===== src/rtl/mem_pkg.sv =====
// mem_pkg: shared types and defaults for the memory-stage controller.
//   state_t  : sequencer states (IDLE, W1 = second word, W2 = third word)
//   sp_src_t : stack-pointer update encodings from EX/MEM
//   op_t     : operand fields captured at the start of a multi-word access
package mem_pkg;
   localparam int          ADDR_W_DEF   = 20;
   localparam logic [19:0] SP_RESET_DEF = 20'hFFFFF;
   localparam int          FLAGS_W      = 4;

   typedef enum logic [1:0] {
      IDLE = 2'd0,
      W1   = 2'd1,
      W2   = 2'd2
   } state_t;

   typedef enum logic [1:0] {
      SP_HOLD = 2'b00,
      SP_POP  = 2'b01,
      SP_PUSH = 2'b10,
      SP_RSVD = 2'b11
   } sp_src_t;

   typedef struct packed {
      logic               write;
      logic               read;
      logic               stack;
      sp_src_t            sp_mode;
      logic               pc_op;
      logic               flg_op;
      logic               two;
      logic [15:0]        base;
      logic [31:0]        wdata;
      logic [FLAGS_W-1:0] flags;
   } op_t;
endpackage


===== src/rtl/mem_stage_ctrl_if.sv =====
// mem_stage_ctrl_if: bundle of EX/MEM operand fields, data-memory bus,
// port I/O and MEM/WB results around the memory-stage controller.
//   slave  : the controller (consumes EX/MEM + dm_rdata, drives the rest)
//   master : the surrounding pipeline / memory
interface mem_stage_ctrl_if #(parameter int ADDR_W = mem_pkg::ADDR_W_DEF);
   logic              stall_in;
   logic              mem_read_in;
   logic              mem_write_in;
   logic              mem_type_in;
   logic              mem_addr_src_in;
   logic              mem_data_src_in;
   logic [1:0]        SP_src_in;
   logic              INT_in;
   logic              PC_push_pop_in;
   logic              flags_push_pop_in;
   logic              port_write_in;
   logic              port_read_in;
   logic [3:0]        PORT_in;
   logic [15:0]       Rsrc_val_in;
   logic [15:0]       Rdst_val_in;
   logic [31:0]       PC_in;
   logic [3:0]        flags_in;
   logic [15:0]       in_port;
   logic [15:0]       dm_rdata;
   logic [ADDR_W-1:0] dm_addr;
   logic [15:0]       dm_wdata;
   logic              dm_we;
   logic [31:0]       load_data;
   logic              load_valid;
   logic [31:0]       pc_pop;
   logic              pc_pop_valid;
   logic [3:0]        flags_pop;
   logic              flags_pop_valid;
   logic [15:0]       out_port;
   logic [3:0]        out_port_sel;
   logic              stall_out;
   logic [ADDR_W-1:0] sp;

   modport slave (
      input  stall_in, mem_read_in, mem_write_in, mem_type_in, mem_addr_src_in,
             mem_data_src_in, SP_src_in, INT_in, PC_push_pop_in, flags_push_pop_in,
             port_write_in, port_read_in, PORT_in, Rsrc_val_in, Rdst_val_in,
             PC_in, flags_in, in_port, dm_rdata,
      output dm_addr, dm_wdata, dm_we, load_data, load_valid, pc_pop, pc_pop_valid,
             flags_pop, flags_pop_valid, out_port, out_port_sel, stall_out, sp
   );

   modport master (
      output stall_in, mem_read_in, mem_write_in, mem_type_in, mem_addr_src_in,
             mem_data_src_in, SP_src_in, INT_in, PC_push_pop_in, flags_push_pop_in,
             port_write_in, port_read_in, PORT_in, Rsrc_val_in, Rdst_val_in,
             PC_in, flags_in, in_port, dm_rdata,
      input  dm_addr, dm_wdata, dm_we, load_data, load_valid, pc_pop, pc_pop_valid,
             flags_pop, flags_pop_valid, out_port, out_port_sel, stall_out, sp
   );
endinterface


===== src/rtl/sp_unit.sv =====
// sp_unit: stack-pointer register. Adds a signed delta when enabled;
// arithmetic wraps modulo 2^ADDR_W.
//   clk, reset : clock, synchronous active-high reset (sp -> SP_RESET)
//   en_i       : apply delta this cycle
//   delta_i    : signed step (-1 push, +1 pop)
//   sp_o       : current stack pointer
module sp_unit
   import mem_pkg::*;
#(
   parameter int                ADDR_W   = ADDR_W_DEF,
   parameter logic [ADDR_W-1:0] SP_RESET = ADDR_W'(SP_RESET_DEF)
) (
   input  logic                clk,
   input  logic                reset,
   input  logic                en_i,
   input  logic signed [2:0]   delta_i,
   output logic [ADDR_W-1:0]   sp_o
);
   logic [ADDR_W-1:0] sp_q, sp_d;

   always_comb begin
      sp_d = sp_q;
      if (en_i) sp_d = sp_q + {{(ADDR_W-3){delta_i[2]}}, delta_i};
   end

   always_ff @(posedge clk) begin
      if (reset) sp_q <= SP_RESET;
      else       sp_q <= sp_d;
   end

   assign sp_o = sp_q;
endmodule


===== src/rtl/mem_stage_ctrl.sv =====
// mem_stage_ctrl: memory-stage controller. Sequences 1..3 word data-memory
// accesses (loads/stores, PC push/pop, INT/RTI), drives the output port,
// owns the stack pointer and stalls upstream during multi-word accesses.
//   clk, reset : clock, synchronous active-high reset
//   bus        : mem_stage_ctrl_if.slave (EX/MEM fields, dm bus, results)
module mem_stage_ctrl
   import mem_pkg::*;
#(
   parameter int                ADDR_W   = ADDR_W_DEF,
   parameter logic [ADDR_W-1:0] SP_RESET = ADDR_W'(SP_RESET_DEF)
) (
   input  logic           clk,
   input  logic           reset,
   mem_stage_ctrl_if.slave bus
);
   state_t            state_q, state_d;
   op_t               op_q, op_d, dec, cur;
   logic [15:0]       cap0_q, cap0_d, cap1_q, cap1_d;
   logic [15:0]       out_port_q, out_port_d;
   logic [3:0]        out_sel_q, out_sel_d;
   logic [1:0]        k;
   logic              go, mem_op, last, rev, port_in, port_wr, sp_en;
   logic              load_v, pc_v, flg_v;
   logic signed [2:0] sp_delta;
   logic [ADDR_W-1:0] sp, addr;
   logic [15:0]       wdata;
   logic [31:0]       word32;

   // Decode of the live EX/MEM word; INT overrides every other field.
   always_comb begin
      dec         = '0;
      dec.write   = bus.INT_in | bus.mem_write_in;
      dec.read    = ~bus.INT_in & bus.mem_read_in & ~bus.mem_write_in;
      dec.stack   = bus.INT_in | bus.mem_addr_src_in;
      dec.sp_mode = bus.INT_in ? SP_PUSH :
                    (sp_src_t'(bus.SP_src_in) == SP_RSVD) ? SP_HOLD : sp_src_t'(bus.SP_src_in);
      dec.pc_op   = bus.INT_in | bus.PC_push_pop_in;
      dec.flg_op  = bus.INT_in | bus.flags_push_pop_in;
      dec.two     = dec.pc_op | dec.flg_op | bus.mem_type_in;
      dec.base    = bus.Rsrc_val_in;
      dec.wdata   = (bus.INT_in | bus.mem_data_src_in) ? bus.PC_in : {16'b0, bus.Rdst_val_in};
      dec.flags   = bus.flags_in;
   end

   // Word sequencing: live fields in IDLE, captured copy in W1/W2.
   always_comb begin
      cur     = (state_q == IDLE) ? dec : op_q;
      k       = 2'(state_q);
      go      = ~reset & ~bus.stall_in;
      mem_op  = cur.write | cur.read;
      last    = cur.flg_op ? (k == 2'd2) : cur.two ? (k == 2'd1) : 1'b1;
      // Pops read the low half before the high half.
      rev     = cur.stack & (cur.sp_mode == SP_POP);
      port_in = (state_q == IDLE) & ~bus.INT_in & bus.port_read_in & ~mem_op;
      port_wr = go & (state_q == IDLE) & ~bus.INT_in & bus.port_write_in;

      // Push addresses the current SP, pop the slot above it; SP steps per word.
      if (cur.stack) begin
         case (cur.sp_mode)
            SP_PUSH: addr = sp;
            SP_POP:  addr = sp + ADDR_W'(1);
            default: addr = sp + ADDR_W'(k);
         endcase
      end else begin
         addr = {{(ADDR_W-16){1'b0}}, cur.base} + ADDR_W'(k);
      end

      case (k)
         2'd0:    wdata = cur.two ? cur.wdata[31:16] : cur.wdata[15:0];
         2'd1:    wdata = cur.wdata[15:0];
         default: wdata = {{(16-FLAGS_W){1'b0}}, cur.flags};
      endcase

      sp_en    = go & ((cur.sp_mode == SP_PUSH) | (cur.sp_mode == SP_POP));
      sp_delta = (cur.sp_mode == SP_PUSH) ? -3'sd1 : 3'sd1;

      if (!cur.two)       word32 = {16'b0, bus.dm_rdata};
      else if (cur.flg_op) word32 = {bus.dm_rdata, cap1_q};
      else if (rev)       word32 = {bus.dm_rdata, cap0_q};
      else                word32 = {cap0_q, bus.dm_rdata};

      load_v = go & last & ((cur.read & ~cur.pc_op) | port_in);
      pc_v   = go & last & cur.read & cur.pc_op;
      flg_v  = go & last & cur.read & cur.flg_op;

      state_d = state_q;
      if (go) begin
         case (state_q)
            IDLE:    if (mem_op && !last) state_d = W1;
            W1:      state_d = last ? IDLE : W2;
            default: state_d = IDLE;
         endcase
      end

      op_d       = (go && state_q == IDLE) ? dec : op_q;
      cap0_d     = (go && k == 2'd0) ? bus.dm_rdata : cap0_q;
      cap1_d     = (go && k == 2'd1) ? bus.dm_rdata : cap1_q;
      out_port_d = port_wr ? bus.Rdst_val_in : out_port_q;
      out_sel_d  = port_wr ? bus.PORT_in : out_sel_q;
   end

   sp_unit #(.ADDR_W(ADDR_W), .SP_RESET(SP_RESET)) u_sp (
      .clk     (clk),
      .reset   (reset),
      .en_i    (sp_en),
      .delta_i (sp_delta),
      .sp_o    (sp)
   );

   // Control registers.
   always_ff @(posedge clk) begin
      if (reset) begin
         state_q    <= IDLE;
         out_port_q <= '0;
         out_sel_q  <= '0;
      end else begin
         state_q    <= state_d;
         out_port_q <= out_port_d;
         out_sel_q  <= out_sel_d;
      end
   end

   // Operand and read-capture registers.
   always_ff @(posedge clk) begin
      op_q   <= op_d;
      cap0_q <= cap0_d;
      cap1_q <= cap1_d;
   end

   assign bus.dm_addr         = addr;
   assign bus.dm_wdata        = wdata;
   assign bus.dm_we           = go & cur.write;
   assign bus.stall_out       = ~reset & mem_op & ~last;
   assign bus.load_valid      = load_v;
   assign bus.load_data       = load_v ? (port_in ? {16'b0, bus.in_port} : word32) : 32'b0;
   assign bus.pc_pop_valid    = pc_v;
   assign bus.pc_pop          = pc_v ? word32 : 32'b0;
   assign bus.flags_pop_valid = flg_v;
   assign bus.flags_pop       = flg_v ? cap0_q[3:0] : 4'b0;
   assign bus.out_port        = out_port_q;
   assign bus.out_port_sel    = out_sel_q;
   assign bus.sp              = sp;
endmodule

===== src/flat_wrapper.sv =====
// flat-port wrapper written by rule: the top's interface ports become plain ports
module mem_stage_ctrl_flat import mem_pkg::*;
#(
   parameter int                ADDR_W   = ADDR_W_DEF,
   parameter logic [ADDR_W-1:0] SP_RESET = ADDR_W'(SP_RESET_DEF)
)
  (clk, reset, bus_stall_in, bus_mem_read_in, bus_mem_write_in, bus_mem_type_in, bus_mem_addr_src_in, bus_mem_data_src_in, bus_SP_src_in, bus_INT_in, bus_PC_push_pop_in, bus_flags_push_pop_in, bus_port_write_in, bus_port_read_in, bus_PORT_in, bus_Rsrc_val_in, bus_Rdst_val_in, bus_PC_in, bus_flags_in, bus_in_port, bus_dm_rdata, bus_dm_addr, bus_dm_wdata, bus_dm_we, bus_load_data, bus_load_valid, bus_pc_pop, bus_pc_pop_valid, bus_flags_pop, bus_flags_pop_valid, bus_out_port, bus_out_port_sel, bus_stall_out, bus_sp);
  mem_stage_ctrl_if #(.ADDR_W(ADDR_W)) bus_i ();
  input  logic clk;
  input  logic reset;
  input wire logic [$bits(bus_i.stall_in)-1:0] bus_stall_in;
  input wire logic [$bits(bus_i.mem_read_in)-1:0] bus_mem_read_in;
  input wire logic [$bits(bus_i.mem_write_in)-1:0] bus_mem_write_in;
  input wire logic [$bits(bus_i.mem_type_in)-1:0] bus_mem_type_in;
  input wire logic [$bits(bus_i.mem_addr_src_in)-1:0] bus_mem_addr_src_in;
  input wire logic [$bits(bus_i.mem_data_src_in)-1:0] bus_mem_data_src_in;
  input wire logic [$bits(bus_i.SP_src_in)-1:0] bus_SP_src_in;
  input wire logic [$bits(bus_i.INT_in)-1:0] bus_INT_in;
  input wire logic [$bits(bus_i.PC_push_pop_in)-1:0] bus_PC_push_pop_in;
  input wire logic [$bits(bus_i.flags_push_pop_in)-1:0] bus_flags_push_pop_in;
  input wire logic [$bits(bus_i.port_write_in)-1:0] bus_port_write_in;
  input wire logic [$bits(bus_i.port_read_in)-1:0] bus_port_read_in;
  input wire logic [$bits(bus_i.PORT_in)-1:0] bus_PORT_in;
  input wire logic [$bits(bus_i.Rsrc_val_in)-1:0] bus_Rsrc_val_in;
  input wire logic [$bits(bus_i.Rdst_val_in)-1:0] bus_Rdst_val_in;
  input wire logic [$bits(bus_i.PC_in)-1:0] bus_PC_in;
  input wire logic [$bits(bus_i.flags_in)-1:0] bus_flags_in;
  input wire logic [$bits(bus_i.in_port)-1:0] bus_in_port;
  input wire logic [$bits(bus_i.dm_rdata)-1:0] bus_dm_rdata;
  output wire logic [$bits(bus_i.dm_addr)-1:0] bus_dm_addr;
  output wire logic [$bits(bus_i.dm_wdata)-1:0] bus_dm_wdata;
  output wire logic [$bits(bus_i.dm_we)-1:0] bus_dm_we;
  output wire logic [$bits(bus_i.load_data)-1:0] bus_load_data;
  output wire logic [$bits(bus_i.load_valid)-1:0] bus_load_valid;
  output wire logic [$bits(bus_i.pc_pop)-1:0] bus_pc_pop;
  output wire logic [$bits(bus_i.pc_pop_valid)-1:0] bus_pc_pop_valid;
  output wire logic [$bits(bus_i.flags_pop)-1:0] bus_flags_pop;
  output wire logic [$bits(bus_i.flags_pop_valid)-1:0] bus_flags_pop_valid;
  output wire logic [$bits(bus_i.out_port)-1:0] bus_out_port;
  output wire logic [$bits(bus_i.out_port_sel)-1:0] bus_out_port_sel;
  output wire logic [$bits(bus_i.stall_out)-1:0] bus_stall_out;
  output wire logic [$bits(bus_i.sp)-1:0] bus_sp;
  assign bus_i.stall_in = bus_stall_in;
  assign bus_i.mem_read_in = bus_mem_read_in;
  assign bus_i.mem_write_in = bus_mem_write_in;
  assign bus_i.mem_type_in = bus_mem_type_in;
  assign bus_i.mem_addr_src_in = bus_mem_addr_src_in;
  assign bus_i.mem_data_src_in = bus_mem_data_src_in;
  assign bus_i.SP_src_in = bus_SP_src_in;
  assign bus_i.INT_in = bus_INT_in;
  assign bus_i.PC_push_pop_in = bus_PC_push_pop_in;
  assign bus_i.flags_push_pop_in = bus_flags_push_pop_in;
  assign bus_i.port_write_in = bus_port_write_in;
  assign bus_i.port_read_in = bus_port_read_in;
  assign bus_i.PORT_in = bus_PORT_in;
  assign bus_i.Rsrc_val_in = bus_Rsrc_val_in;
  assign bus_i.Rdst_val_in = bus_Rdst_val_in;
  assign bus_i.PC_in = bus_PC_in;
  assign bus_i.flags_in = bus_flags_in;
  assign bus_i.in_port = bus_in_port;
  assign bus_i.dm_rdata = bus_dm_rdata;
  assign bus_dm_addr = bus_i.dm_addr;
  assign bus_dm_wdata = bus_i.dm_wdata;
  assign bus_dm_we = bus_i.dm_we;
  assign bus_load_data = bus_i.load_data;
  assign bus_load_valid = bus_i.load_valid;
  assign bus_pc_pop = bus_i.pc_pop;
  assign bus_pc_pop_valid = bus_i.pc_pop_valid;
  assign bus_flags_pop = bus_i.flags_pop;
  assign bus_flags_pop_valid = bus_i.flags_pop_valid;
  assign bus_out_port = bus_i.out_port;
  assign bus_out_port_sel = bus_i.out_port_sel;
  assign bus_stall_out = bus_i.stall_out;
  assign bus_sp = bus_i.sp;
  mem_stage_ctrl #(.ADDR_W(ADDR_W), .SP_RESET(SP_RESET)) u_core (.clk(clk), .reset(reset), .bus(bus_i));
endmodule

===== config.mk =====
export PLATFORM = sky130hd
export DESIGN_NAME = mem_stage_ctrl_flat
export DESIGN_NICKNAME = d
export VERILOG_FILES = /design/src/rtl/mem_pkg.sv /design/src/rtl/mem_stage_ctrl_if.sv /design/src/rtl/sp_unit.sv /design/src/rtl/mem_stage_ctrl.sv /design/src/flat_wrapper.sv
export SDC_FILE = /design/constraint.sdc
export NUM_CORES = 1
export LEC_CHECK = 0
export ABC_AREA = 1
export CORE_ASPECT_RATIO = 0.9
export CORE_MARGIN = 10
export CORE_UTILIZATION = 35
export DETAILED_ROUTE_END_ITERATION = 10
export PLACE_DENSITY = 0.68
export SLEW_MARGIN = 5
export SYNTH_ARGS = -nofsm -noshare
export SYNTH_HDL_FRONTEND = slang
export SYNTH_SLANG_ARGS = --single-unit

===== constraint.sdc =====
create_clock -name clk -period 8.9 [get_ports clk]
set_clock_uncertainty 0.05 [all_clocks]
set_input_delay 0.89 -clock clk [delete_from_list [all_inputs] [get_ports clk]]
set_output_delay 0.89 -clock clk [all_outputs]
set_load 0.02 [all_outputs]

Word level (Yosys, flattened, before mapping)

Index checks and enable logic that the tools add are counted.
W data, S select, Z words.

Bits in registers: 134
Output and inout port bits: 149
Logic and storage cells: 90

$add $sub $neg: 4
Equal/unequal tests: 6
Mux-type cells: 21
Bitwise gates (word level): 37
Reduce and logical (&&, ||, !) cells: 6

Operators with widths:

| kind                    | count |
|---|---|
| $mux W32                | 7 |
| $mux W60                | 1 |
| $pmux W20 S2            | 1 |
| $pmux W16 S2            | 1 |
| $add A20 B1 Y20 const B | 1 |
| $add A20 B2 Y20         | 1 |
| $add A20 B20 Y20        | 1 |
| $and A1 B1 Y1           | 20 |
| $mux W20                | 1 |
| $add A16 B2 Y17         | 1 |
| $mux W16                | 1 |
| $or A1 B1 Y1            | 10 |
| $mux W2                 | 4 |
| $not A1 Y1              | 7 |
| $eq A2 B2 Y1 const B    | 3 |
| $eq A2 B1 Y1 const B    | 2 |
| $mux W4                 | 1 |
| $pmux W2 S2             | 1 |
| $logic_and A1 B1 Y1     | 3 |
| $mux W3                 | 1 |
| $logic_not A2 Y1        | 1 |
| $mux W1                 | 2 |
| $ne A2 B2 Y1 const B    | 1 |
| $reduce_and A2 Y1       | 1 |
| $logic_not A1 Y1        | 1 |

Logic depth before layout (Yosys ltp)

Depth in word-level cells: 11
Depth in mapped cells: 22

Cells and area by module

From an unflattened synthesis, not the netlist that was laid out.

Cell total of the unflattened synthesis: 1317
Area, all modules: 8752.1 µm²

By module, submodules not included:

| module         | instances | cells each | area each (µm²) |
|---|---|---|---|
| mem_stage_ctrl | 1         | 1008       | 6811.5 |
| sp_unit        | 1         | 309        | 1940.6 |

Worst setup path after synthesis

No wires, ideal clock.

Kind: input port to flip-flop
Start point: input bus_stall_in
End point: register u_core.out_port_q[0], in the netlist u_core.bus.out_port[0]
Setup time: 0.116 ns
Data arrival time: 4.764 ns
Data required time: 8.734 ns
Setup slack: 3.970 ns
Stages: 7
Path through: nor2_2 > inv_1 > nor2_1 > nand3_1 > clkbuf_1 > o21ai_0 > nor2_1

Word-level cells in the longest chain between the ends: 5

RTL lines:

| item                        | line                  | RTL |
|---|---|---|
| from (decl)                 | flat_wrapper.sv:11    | `input wire logic [$bits(bus_i.stall_in)-1:0] bus_stall_in;` |
| $not A1 Y1                  | mem_stage_ctrl.sv:49  | `go = ~reset & ~bus.stall_in;` |
| $and A1 B1 Y1               | mem_stage_ctrl.sv:49  |  |
| $and A1 B1 Y1 (3 in series) | mem_stage_ctrl.sv:55  | `port_wr = go & (state_q == IDLE) & ~bus.INT_in & bus.port_write_in;` |
| to (signal assigned)        | mem_stage_ctrl.sv:118 | `out_port_q <= out_port_d;` |
| to (decl)                   | mem_stage_ctrl.sv:19  | `logic [15:0] out_port_q, out_port_d;` |

Every way passes these cells.
A chain may end at the register's enable or synchronous reset.

Worst setup path after layout

Start point: register u_core.state_q[1], in the netlist u_core.k[1]
End point: output bus_dm_addr[10]

Word-level cells in the longest chain between the ends: 5
Elaborated cells on any way between the ends: 8
Classes of those cells: add/sub: 2; eq/ne: 2; mux: 3; reduce/logical: 1

RTL lines:

| item                                                                    | line                  | RTL |
|---|---|---|
| from (decl)                                                             | mem_stage_ctrl.sv:16  | `state_t state_q, state_d;` |
| from (signal assigned)                                                  | mem_stage_ctrl.sv:117 | `state_q <= state_d;` |
| parallel branches: the longest is 4 deep, another holds $add A20 B2 Y20 | n/a                   |  |
| $mux W20 *                                                              | mem_stage_ctrl.sv:58  | `if (cur.stack) begin` |
| to (decl)                                                               | flat_wrapper.sv:30    | `output wire logic [$bits(bus_i.dm_addr)-1:0] bus_dm_addr;` |

Every way passes the cells marked *.

==> results_tabular.tex <==
\begin{tabular}{lr}
\hline
Metric & Value \\
\hline
\multicolumn{2}{l}{\textbf{Critical path}} \\
Setup crit start & u\_core.k[1] \\
Cell-by-cell trace of the critical path & inv\_1 > nand2\_4 > o21ai\_0 > ha\_1 > nor2\_1 > inv\_1 > fa\_1 > nor3\_1 > nand2\_1 > nor2\_1 > nand2\_1 > xnor2\_1 > nand2\_1 > nand2\_1 > clkdlybuf4s50\_1 \\
Top cell by count, worst path & sky130\_fd\_sc\_hd\_\_nand2\_1 \\
Required time at the worst-slack endpoint & 7960 ps \\
Delay of the slowest cell on the worst path & 760 ps \\
CP Data Arrival Time & 5040 ps \\
Peak fanout along the critical path & 27 \\
Launching element type of the critical path & register \\
Category of the most critical setup path & register to output port \\
Slowest-stage cell, CP & sky130\_fd\_sc\_hd\_\_dfxtp\_1 \\
Type of destination of the critical path & output port \\
Worst r2r src & u\_core.k[1] \\
\multicolumn{2}{l}{\textbf{Floorplanning}} \\
Num rows & 55 \\
Initial standard-cell utilization of the core & 0.3559 \\
Area enclosed by the die boundary & 32420 µm² \\
Vert. Die Dim & 171.8 µm \\
Die boundary width & 188.7 µm \\
Core Area & 25190 µm² \\
Top-level port count & 268 \\
\multicolumn{2}{l}{\textbf{Clocking}} \\
Insertion delay of the later-clocked pin in the worst-skew pair & 430 ps \\
Post-CTS setup buffer count & 0 \\
Number of levels the H-tree was split into & 4 \\
Num Clock Sinks & 118 \\
Gates resized, CTS repair & 0 \\
Clock transition at the registers of the reported paths & 70 ps \\
CTS Hold Buffers Added & 0 \\
Clock buffer count from CTS & 17 \\
Worst-case clock buffer depth & 2 \\
Clock tree root driver cell & sky130\_fd\_sc\_hd\_\_clkbuf\_16 \\
CTS tree & done \\
\multicolumn{2}{l}{\textbf{Synth}} \\
Post-Synthesis Cell Area & 8965 µm² \\
Post-synth EDFFs & 76 \\
Avg Cell Area, Syn & 6.477 µm² \\
Synth top area share & 0.2546 \\
Gate count after technology mapping & 1384 \\
Biggest area consumer among synthesized cells & sky130\_fd\_sc\_hd\_\_edfxtp\_1 \\
Top cells by area, synth & sky130\_fd\_sc\_hd\_\_edfxtp\_1 25\%, sky130\_fd\_sc\_hd\_\_nand2\_1 19\%, sky130\_fd\_sc\_hd\_\_dfxtp\_1 9.4\%, sky130\_fd\_sc\_hd\_\_inv\_1 8.3\%, sky130\_fd\_sc\_hd\_\_nor2\_1 8.0\% \\
Yosys Warn Count & 0 \\
Most frequently used cell type in the post-synthesis netlist & sky130\_fd\_sc\_hd\_\_nand2\_1 \\
Flip-flop and latch count after synthesis & 118 \\
Top cells by instance count after synthesis & 454 x sky130\_fd\_sc\_hd\_\_nand2\_1, 198 x sky130\_fd\_sc\_hd\_\_inv\_1, 191 x sky130\_fd\_sc\_hd\_\_nor2\_1 \\
Number of distinct library cells after synthesis & 52 \\
Async SR Flop Fraction & 0 \\
Sequential element share of the synthesized area & 0.3484 \\
Number of nets produced by synthesis & 1530 \\
Most used flip-flop cell after synthesis & sky130\_fd\_sc\_hd\_\_edfxtp\_1 \\
\multicolumn{2}{l}{\textbf{Finish}} \\
Final net count & 1776 \\
Area added between synthesis and finish & 39.09\% \\
Utilization after layout & 0.4951 \\
Ratio of cells with drive above 1 in the final layout & 0.04565 \\
Fin cells & 1988 \\
\multicolumn{2}{l}{\textbf{Timing}} \\
Post-Route Setup TNS & 0 ps \\
Relative slew slack & 0.3767 \\
Final max-slew violation count & 0 \\
Final Hold Vio Count & 0 \\
Achievable clock frequency & 167.2 MHz \\
Period utilisation layout & 0.6721 \\
Worst Setup Slack, final & 2918 ps \\
Setup repair after global routing missed its margin & no \\
Min Tclk post-route & 5982 ps \\
Actual slew at the worst max-slew pin & 933.9 ps \\
Total setup violations reported at the end of the flow & 0 \\
\multicolumn{2}{l}{\textbf{Global route}} \\
Met2 track demand over resource in global routing & 0.3358 \\
Global-route track usage on met1 & 0.2773 \\
Total overflow reported by the global router & 0 \\
Most congested layer reported by global routing & met2 \\
Wire length of the first global-routing pass & 54.65 mm \\
Largest net degree at the start of global routing & 62 \\
Antenna violations before repair & 4 \\
Combined global-route utilization of all metal layers & 0.2132 \\
Vias in the first global route & 9545 \\
GRT met3 Usage & 0.06741 \\
\multicolumn{2}{l}{\textbf{Run}} \\
Number of violations of the max-capacitance limit & 0 \\
\multicolumn{2}{l}{\textbf{Detailed routing}} \\
Final wirelength & 35.50 mm \\
First drt pass iteration count & 7 \\
DRC violation count after routing & 0 \\
Count of vias placed by the detailed router & 9790 \\
Final routed wire length divided by cell count & 17.86 µm \\
DRC marker count from the first detailed-route iteration & 717 \\
Remaining number of nets flagged by the antenna check after routing & 0 \\
Vias per cell & 4.925 \\
\multicolumn{2}{l}{\textbf{Power and ir drop}} \\
Leakage Power & 0.005817 µW \\
Cell area power density & 216.6 nW/µm² \\
IR drop worst, VDD & 0.0001172 V \\
\multicolumn{2}{l}{\textbf{Placement}} \\
Pre-CTS setup slack & 2969 ps \\
DP Wirelength & 27.55 mm \\
Count of buffers inserted at the top-level ports & 267 \\
GP Congestion & 0.9481 \\
Post-Place Cells & 1953 \\
\multicolumn{2}{l}{\textbf{Outcome}} \\
Result of the run & completed \\
\multicolumn{2}{l}{\textbf{Worst hold path}} \\
Path type of the worst min-delay path & register to register \\
Hold\_sp & u\_core.bus.out\_port[6] \\
\hline
\end{tabular}
==> area by class of cell <==
cell class              count  area [µm²]
well taps                 342       427.9
clock inverters            14       128.9
multi-input cells        1016        4848
inverters                 204       765.7
flip-flops and latches    118        3123
diodes                      3       7.507
fillers                  2571       12720
clock buffers              18       450.4
repair buffers            273        2718
==> logic make-up (layout without fill, tap and decap cells) <==
logic type,after synthesis,after routing,share of synthesized area
adder cells (fa/ha/maj),27,27,0.04020
AND/OR/NAND/NOR,799,799,0.3746
XOR/XNOR,13,13,0.01270
other,0,3,0
flip-flops,118,118,0.3484
AO/OA/AOI/OAI,176,176,0.1103
buffers and inverters,250,509,0.1128
multiplexers,1,1,0.001117
==> worst paths after layout <==
path	cells after the start	slack, ps	endpoint
worst min register to register	2	440	u_core.bus.out_port[6]
worst min-delay path	2	440	u_core.bus.out_port[6]
worst max register to register	17	4960	u_core.u_sp.sp_o[13]
worst max-delay path	15	2920	bus_dm_addr[10]
==> flip-flops by register name, summed over array words and instances (netlist names) <==
register	count
u_core.k	2
u_core.op_q	44
u_core.bus.out_port_sel	4
u_core.bus.out_port	16
u_core.cap1_q	16
u_core.cap0_q	16
u_core.u_sp.sp_o	20
==> report_power, final <==
group | switching (µW) | internal (µW) | total [µW]
clock network | 307 | 387 | 694
registers | 73.0 | 634 | 707
logic | 823 | 477 | 1300
==> critical path, delay by kind of cell, from the launching register on <==
family,cells,cell delay (ps)
xor gates and xnor gates,1,140
adders and majority gates,2,720
buffers and inverters,3,1060
AOI/OAI and AO/OA,1,210
DFF,1,760
and+or+nand+nor,8,1700
==> layout by cell type (no fill, tap or decap), types with 3 or more instances in the layout <==
master                            synthesis  final
sky130_fd_sc_hd__or2_0                   12     12
sky130_fd_sc_hd__nand3_1                 83     83
sky130_fd_sc_hd__inv_2                    4      4
sky130_fd_sc_hd__dfxtp_1                 42     42
sky130_fd_sc_hd__o22ai_1                  4      4
sky130_fd_sc_hd__inv_8                    0      5
sky130_fd_sc_hd__o21ai_0                101    101
sky130_fd_sc_hd__inv_1                  198    198
sky130_fd_sc_hd__nand2_1                454    454
sky130_fd_sc_hd__o21ai_1                  5      5
sky130_fd_sc_hd__nor2_2                   8      9
sky130_fd_sc_hd__nor2_4                   2      3
sky130_fd_sc_hd__o221ai_1                 5      5
sky130_fd_sc_hd__and2_1                   3      3
sky130_fd_sc_hd__clkbuf_16                0     18
sky130_fd_sc_hd__nand4_1                  9      9
sky130_fd_sc_hd__nor2_1                 191    189
sky130_fd_sc_hd__or2_2                    6      6
sky130_fd_sc_hd__edfxtp_1                76     76
sky130_fd_sc_hd__a32oi_1                  4      4
sky130_fd_sc_hd__o211ai_1                 5      5
sky130_fd_sc_hd__nand2_2                  4      4
sky130_fd_sc_hd__buf_4                    3      6
sky130_fd_sc_hd__fa_1                     3      3
sky130_fd_sc_hd__xor2_1                   9      9
sky130_fd_sc_hd__clkdlybuf4s50_1          0    267
sky130_fd_sc_hd__diode_2                  0      3
sky130_fd_sc_hd__ha_1                    24     24
sky130_fd_sc_hd__xnor2_1                  4      4
sky130_fd_sc_hd__inv_6                    0      5
sky130_fd_sc_hd__a21oi_1                 38     38
sky130_fd_sc_hd__nor3_1                  12     12
==> per-layer routing <==
layer,share of wire,up-vias
li1,-,4902
met1,0.45,4519
met2,0.45,335
met5,0.00037,-
met3,0.082,32
met4,0.014,2
==> metrics by stage <==
stage               total power [µW]  instance area, µm²  hold WS, ps
finish                          2700               12470        435.1
global placement                1996               11880        411.6
CTS                             2702               12460        436.7
detailed placement              2002               11880        423.1
global route                    2895               12470        462.7
floorplan                       1520                8965        410.4
(Power assumes the default switching activity.)
